File: src/rtl/gcd_controller.sv
// ----------------------------------------------------------------------------
// gcd_controller
//   Control FSM for a subtraction-based GCD datapath. Accepts operand A then
//   operand B over a valid/ready handshake, steers the datapath one
//   subtraction per clock until the comparator reports equality, then holds
//   done (or err) until the consumer acknowledges.
//
// Ports:
//   clk, rst            rising-edge clock, asynchronous active-high reset
//   in_valid/in_ready   operand handshake
//   in_data             operand value, only examined for zero detection
//   ack                 consumer acknowledge for done/err
//   lt, gt, eq          datapath comparator flags (A<B, A>B, A==B)
//   ldA, ldB            datapath register load enables
//   sel1, sel2          subtractor minuend/subtrahend select (0=A, 1=B)
//   sel_load            register bus select (1=in_data, 0=subtractor)
//   done, err           held result / abort levels
//   err_code            01=zero operand, 10=timeout, 00=none
//   iter_count          subtractions performed in the current/last run
// ----------------------------------------------------------------------------
module gcd_controller #(
    parameter int ITER_W   = 16,
    parameter int MAX_ITER = 65535
) (
    input  logic              clk,
    input  logic              rst,
    input  logic              in_valid,
    output logic              in_ready,
    input  logic [15:0]       in_data,
    input  logic              ack,
    input  logic              lt,
    input  logic              gt,
    input  logic              eq,
    output logic              ldA,
    output logic              ldB,
    output logic              sel1,
    output logic              sel2,
    output logic              sel_load,
    output logic              done,
    output logic              err,
    output logic [1:0]        err_code,
    output logic [ITER_W-1:0] iter_count
);

    typedef enum logic [2:0] {
        IDLE,
        WAIT_B,
        RUN,
        DONE,
        ERR
    } state_t;

    localparam logic [ITER_W-1:0] MAX_ITER_C = ITER_W'(MAX_ITER);
    localparam logic [1:0] ERR_NONE    = 2'b00;
    localparam logic [1:0] ERR_ZERO    = 2'b01;
    localparam logic [1:0] ERR_TIMEOUT = 2'b10;

    state_t            state, state_n;
    logic              a_zero, a_zero_n;
    logic [ITER_W-1:0] iter_n;
    logic [1:0]        err_code_n;

    always_ff @(posedge clk or posedge rst) begin
        if (rst) begin
            state      <= IDLE;
            a_zero     <= 1'b0;
            iter_count <= '0;
            err_code   <= ERR_NONE;
        end else begin
            state      <= state_n;
            a_zero     <= a_zero_n;
            iter_count <= iter_n;
            err_code   <= err_code_n;
        end
    end

    always_comb begin
        state_n    = state;
        a_zero_n   = a_zero;
        iter_n     = iter_count;
        err_code_n = err_code;
        in_ready   = 1'b0;
        sel_load   = 1'b0;
        ldA        = 1'b0;
        ldB        = 1'b0;
        sel1       = 1'b0;
        sel2       = 1'b0;
        done       = 1'b0;
        err        = 1'b0;

        unique case (state)
            IDLE: begin
                in_ready = 1'b1;
                sel_load = 1'b1;
                if (in_valid) begin
                    ldA      = 1'b1;
                    a_zero_n = (in_data == 16'd0);
                    state_n  = WAIT_B;
                end
            end

            WAIT_B: begin
                in_ready = 1'b1;
                sel_load = 1'b1;
                if (in_valid) begin
                    ldB    = 1'b1;
                    iter_n = '0;
                    if (a_zero || (in_data == 16'd0)) begin
                        err_code_n = ERR_ZERO;
                        state_n    = ERR;
                    end else begin
                        err_code_n = ERR_NONE;
                        state_n    = RUN;
                    end
                end
            end

            RUN: begin
                // eq wins over timeout so a run finishing exactly on the
                // last allowed subtraction still reports a result.
                if (eq) begin
                    state_n = DONE;
                end else if (iter_count == MAX_ITER_C) begin
                    err_code_n = ERR_TIMEOUT;
                    state_n    = ERR;
                end else if (gt) begin
                    sel2   = 1'b1;
                    ldA    = 1'b1;
                    iter_n = iter_count + ITER_W'(1);
                end else if (lt) begin
                    sel1   = 1'b1;
                    ldB    = 1'b1;
                    iter_n = iter_count + ITER_W'(1);
                end else begin
                    // No comparator flag is an inconsistent datapath; abort
                    // the same way as a timeout.
                    err_code_n = ERR_TIMEOUT;
                    state_n    = ERR;
                end
            end

            DONE: begin
                done = 1'b1;
                if (ack) state_n = IDLE;
            end

            ERR: begin
                err = 1'b1;
                if (ack) state_n = IDLE;
            end

            default: state_n = IDLE;
        endcase
    end

endmodule

File: config.mk
export PLATFORM = sky130hd
export DESIGN_NAME = gcd_controller
export DESIGN_NICKNAME = d
export VERILOG_FILES = /design/src/rtl/gcd_controller.sv
export SDC_FILE = /design/constraint.sdc
export NUM_CORES = 1
export LEC_CHECK = 0
export ABC_AREA = 0
export CAP_MARGIN = 15
export CORE_ASPECT_RATIO = 1.75
export CORE_MARGIN = 2
export CORE_UTILIZATION = 42
export DETAILED_ROUTE_END_ITERATION = 8
export GPL_TIMING_DRIVEN = 0
export PLACE_DENSITY = 0.7
export SYNTH_ARGS = -nofsm -noshare
export SYNTH_HDL_FRONTEND = slang
export SYNTH_SLANG_ARGS = --single-unit
File: constraint.sdc
create_clock -name clk -period 2.7 [get_ports clk]
set_clock_uncertainty 0.05 [all_clocks]
set_input_delay 0.27 -clock clk [delete_from_list [all_inputs] [get_ports clk]]
set_output_delay 0.27 -clock clk [all_outputs]
set_load 0.02 [all_outputs]
==> flow_summary.yaml <==
logic_synthesis:
  netlist_area_sq_um: 1585
  synthCells: 180
  synthArstFlopShare: 1.000
  synth-edff-count: 0
  ys_warn_count: 0
  yosys.area_share.simple: 0.3875
  synth_area_per_cell_sq_um: 8.807
  ys_seq_area_frac: 0.3473
  synthAdderAreaFrac: 0.007893
  ys_types: 52
  synth_common_cells: "22 x dfrtp_1, 21 x nand2_1, 12 x nand3_1, 12 x nor2_1, 11 x nand4_1"
  synth_top_family_by_area: "simple AND/OR/NAND/NOR gates"
  synthFlopType: "dfrtp_1"
  synth_nets: 204
  synth_largest_area_cell: "dfrtp_1"
  ys_top_cells_by_area: "dfrtp_1 35%, nand2_1 5.0%, nand4_1 4.3%, nand3_1 3.8%, o211ai_1 3.8%"
  netlist.area_leader.share: 0.3473
  synthXorXnorAreaFrac: 0.005525
  yosysMostFrequentCell: "dfrtp_1"
  synth-compound-area-share: 0.1713
  ys_ff_latch: 22
  synthMuxAreaShare: 0.01973
grt:
  globalRouteTotalUtil: 0.2452
  grt_pass1_vias: 1811
  grt_pass1_wl_um: 8169
  overflow: 0
  grt_max_degree: 23
  antenna_found_initial: 0
clock_network:
  htree_levels: 1
  hold_buffers: 0
  cts.sinks: 22
  cts_tree: "built"
  clock_path_buffers: 2
  cts_root_buf: "clkbuf_8"
  cts_buffers: 3
  clk_latency_ns: 0.27
  clk_pin_slew_ns: 0.08
power_and_ir_drop:
  power_mw: 1.456
  ir_drop_uv: 497.2
  p_per_area_nw_per_um2: 657.6
  p_leak_nw: 0.8603
die:
  io_pins: 49
  row_count: 29
  start_util: 0.4369
  die-area_sq_um: 4301
  die_w_um: 50.44
  core_area_sq_um: 3628
  chipHeight_um: 85.27
sta:
  period_needed_ns: 2.572
  setup_tns_ns: 0
  relSlewSlack: 0.4153
  post-route-period-util: 0.9526
  maxSlewViolCount: 0
  setup_violations: 0
  clock.fmax_mhz: 388.8
  whs_ns: 0.4261
  fin_ws_ns: 0.1279
  tightest_slew_ns: 0.8761
  hold_violations: 0
  grt_setup_unrepaired: "false"
route:
  wl_um: 4979
  drtPass1Iterations: 4
  drt_iter0_drc: 99
  drc: 0
  ant_nets: 0
  wl_per_cell_um: 17.66
  num_vias: 1756
  via_per_inst: 6.227
setup_path:
  crit_top_cell: "buf_6"
  cp-end-kind: "primary output"
  critical_path_class: "register to primary output"
  cp_cell_sequence: "buf_6, or4b_4, buf_6, nor4b_2, or2_2, dlygate4sd2_1"
  crit_required_ns: 2.38
  cpPeakStageDelay_ns: 0.53
  path_max_fanout: 10
  crit_path_start_kind: "register"
  cp.arrival_ns: 2.25
  cp_slowest_cell: "or4b_4"
finish:
  area_growth_pct: 39.70
  diodes: 0
  layout-drive-gt1-share: 0.1356
  utilization: 0.6103
  layout.nets: 262
  final_cells: 282
  design_area_sq_um: 2215
status:
  status: "finished clean"
min_path:
  min_path_type: "input port to async pin"
placed_design:
  hpwl_um: 3776
  place_inst: 274
  portBuffers: 48
  postPlaceCellArea_sq_um: 2123
  pre_cts_ws_ns: -0.3143
  gp_congestion: 0.9775
flow_run:
  cap_violations: 0
==> where the power goes <==
| part | internal, mW | switching, mW |
|---|---|---|
| Clock | 0.100 | 0.115 |
| Sequential | 0.396 | 0.0818 |
| Combinational | 0.337 | 0.426 |
| Total | 0.833 | 0.623 |
==> placed cells by master, fill, tap and decap left out, types with 2 or more instances in the layout <==
cell type	instances
o31ai_1	3
dfrtp_1	20
clkbuf_1	3
or3_1	2
nand2_1	21
nand4_1	11
nor2b_1	3
nor4b_1	2
nor4_1	7
dfrtp_2	2
and4_1	3
or4_1	6
clkbuf_8	3
nor3_1	3
inv_1	7
o21ai_0	5
dlygate4sd2_1	4
or2_2	2
and3_1	3
nor2_1	12
a221o_1	2
buf_6	2
clkdlybuf4s50_1	43
nand3_1	12
o211ai_1	8
nand3b_1	2
buf_4	6
o221ai_1	3
mux2i_1	2
buf_2	5
==> timing repair <==
item                       4_1_cts  5_1_grt
setup buffers                    4        1
cloned                           0        0
pin swaps                        2        1
gates resized for setup         11        2
setup endpoints to repair        4        1
==> layer usage <==
| metal | wire [um] | vias up | global-route usage |
|---|---|---|---|
| li1 | - | 815 | - |
| met1 | 1745 | 824 | 0.2430 |
| met2 | 2757 | 95 | 0.4677 |
| met3 | 272 | 22 | 0.03169 |
| met4 | 203 | 0 | 0.1376 |
| met5 | 0 | - | 0 |
==> cells by family after synthesis <==
group / Yosys count
mux: 3
fa+ha+maj: 1
xor+xnor: 1
simple gates: 101
compound gates: 33
buf+inv: 19
flops: 22
==> worst max-delay path: cells and delay by family (launching register included) <==
family | cells | cell delay (ns)
and+or+nand+nor | 3 | 0.96
DFF | 1 | 0.38
buffers and inverters | 3 | 0.63
==> path summary, 6_finish.rpt <==
check                            endpoint         from  cells past startpoint  slack [ns]
max                                   ldB     state[2]                      6        0.13
min                           err_code[1]          rst                      2        0.43
max reg2reg                iter_count[11]     state[1]                      5        0.49
min reg2reg                   err_code[1]  err_code[1]                      2        0.44
max in group asynchronous   iter_count[0]          rst                      2        1.58
min in group clk              err_code[1]  err_code[1]                      2        0.44
==> flip-flops by register name, summed over array words and instances (netlist names) <==
name        cells
err_code        2
a_zero          1
state           3
iter_count     16
==> layout make-up <==
cell class	instances	area, sq um
clock buffer	3	41.29
timing repair buffer	53	508.0
multi-input combinational	139	958.4
inverter	7	26.28
fill	329	1414
tap	46	57.56
sequential	22	553.0
buffer	12	70.07
Note: power is estimated with default switching activity, not from simulation.
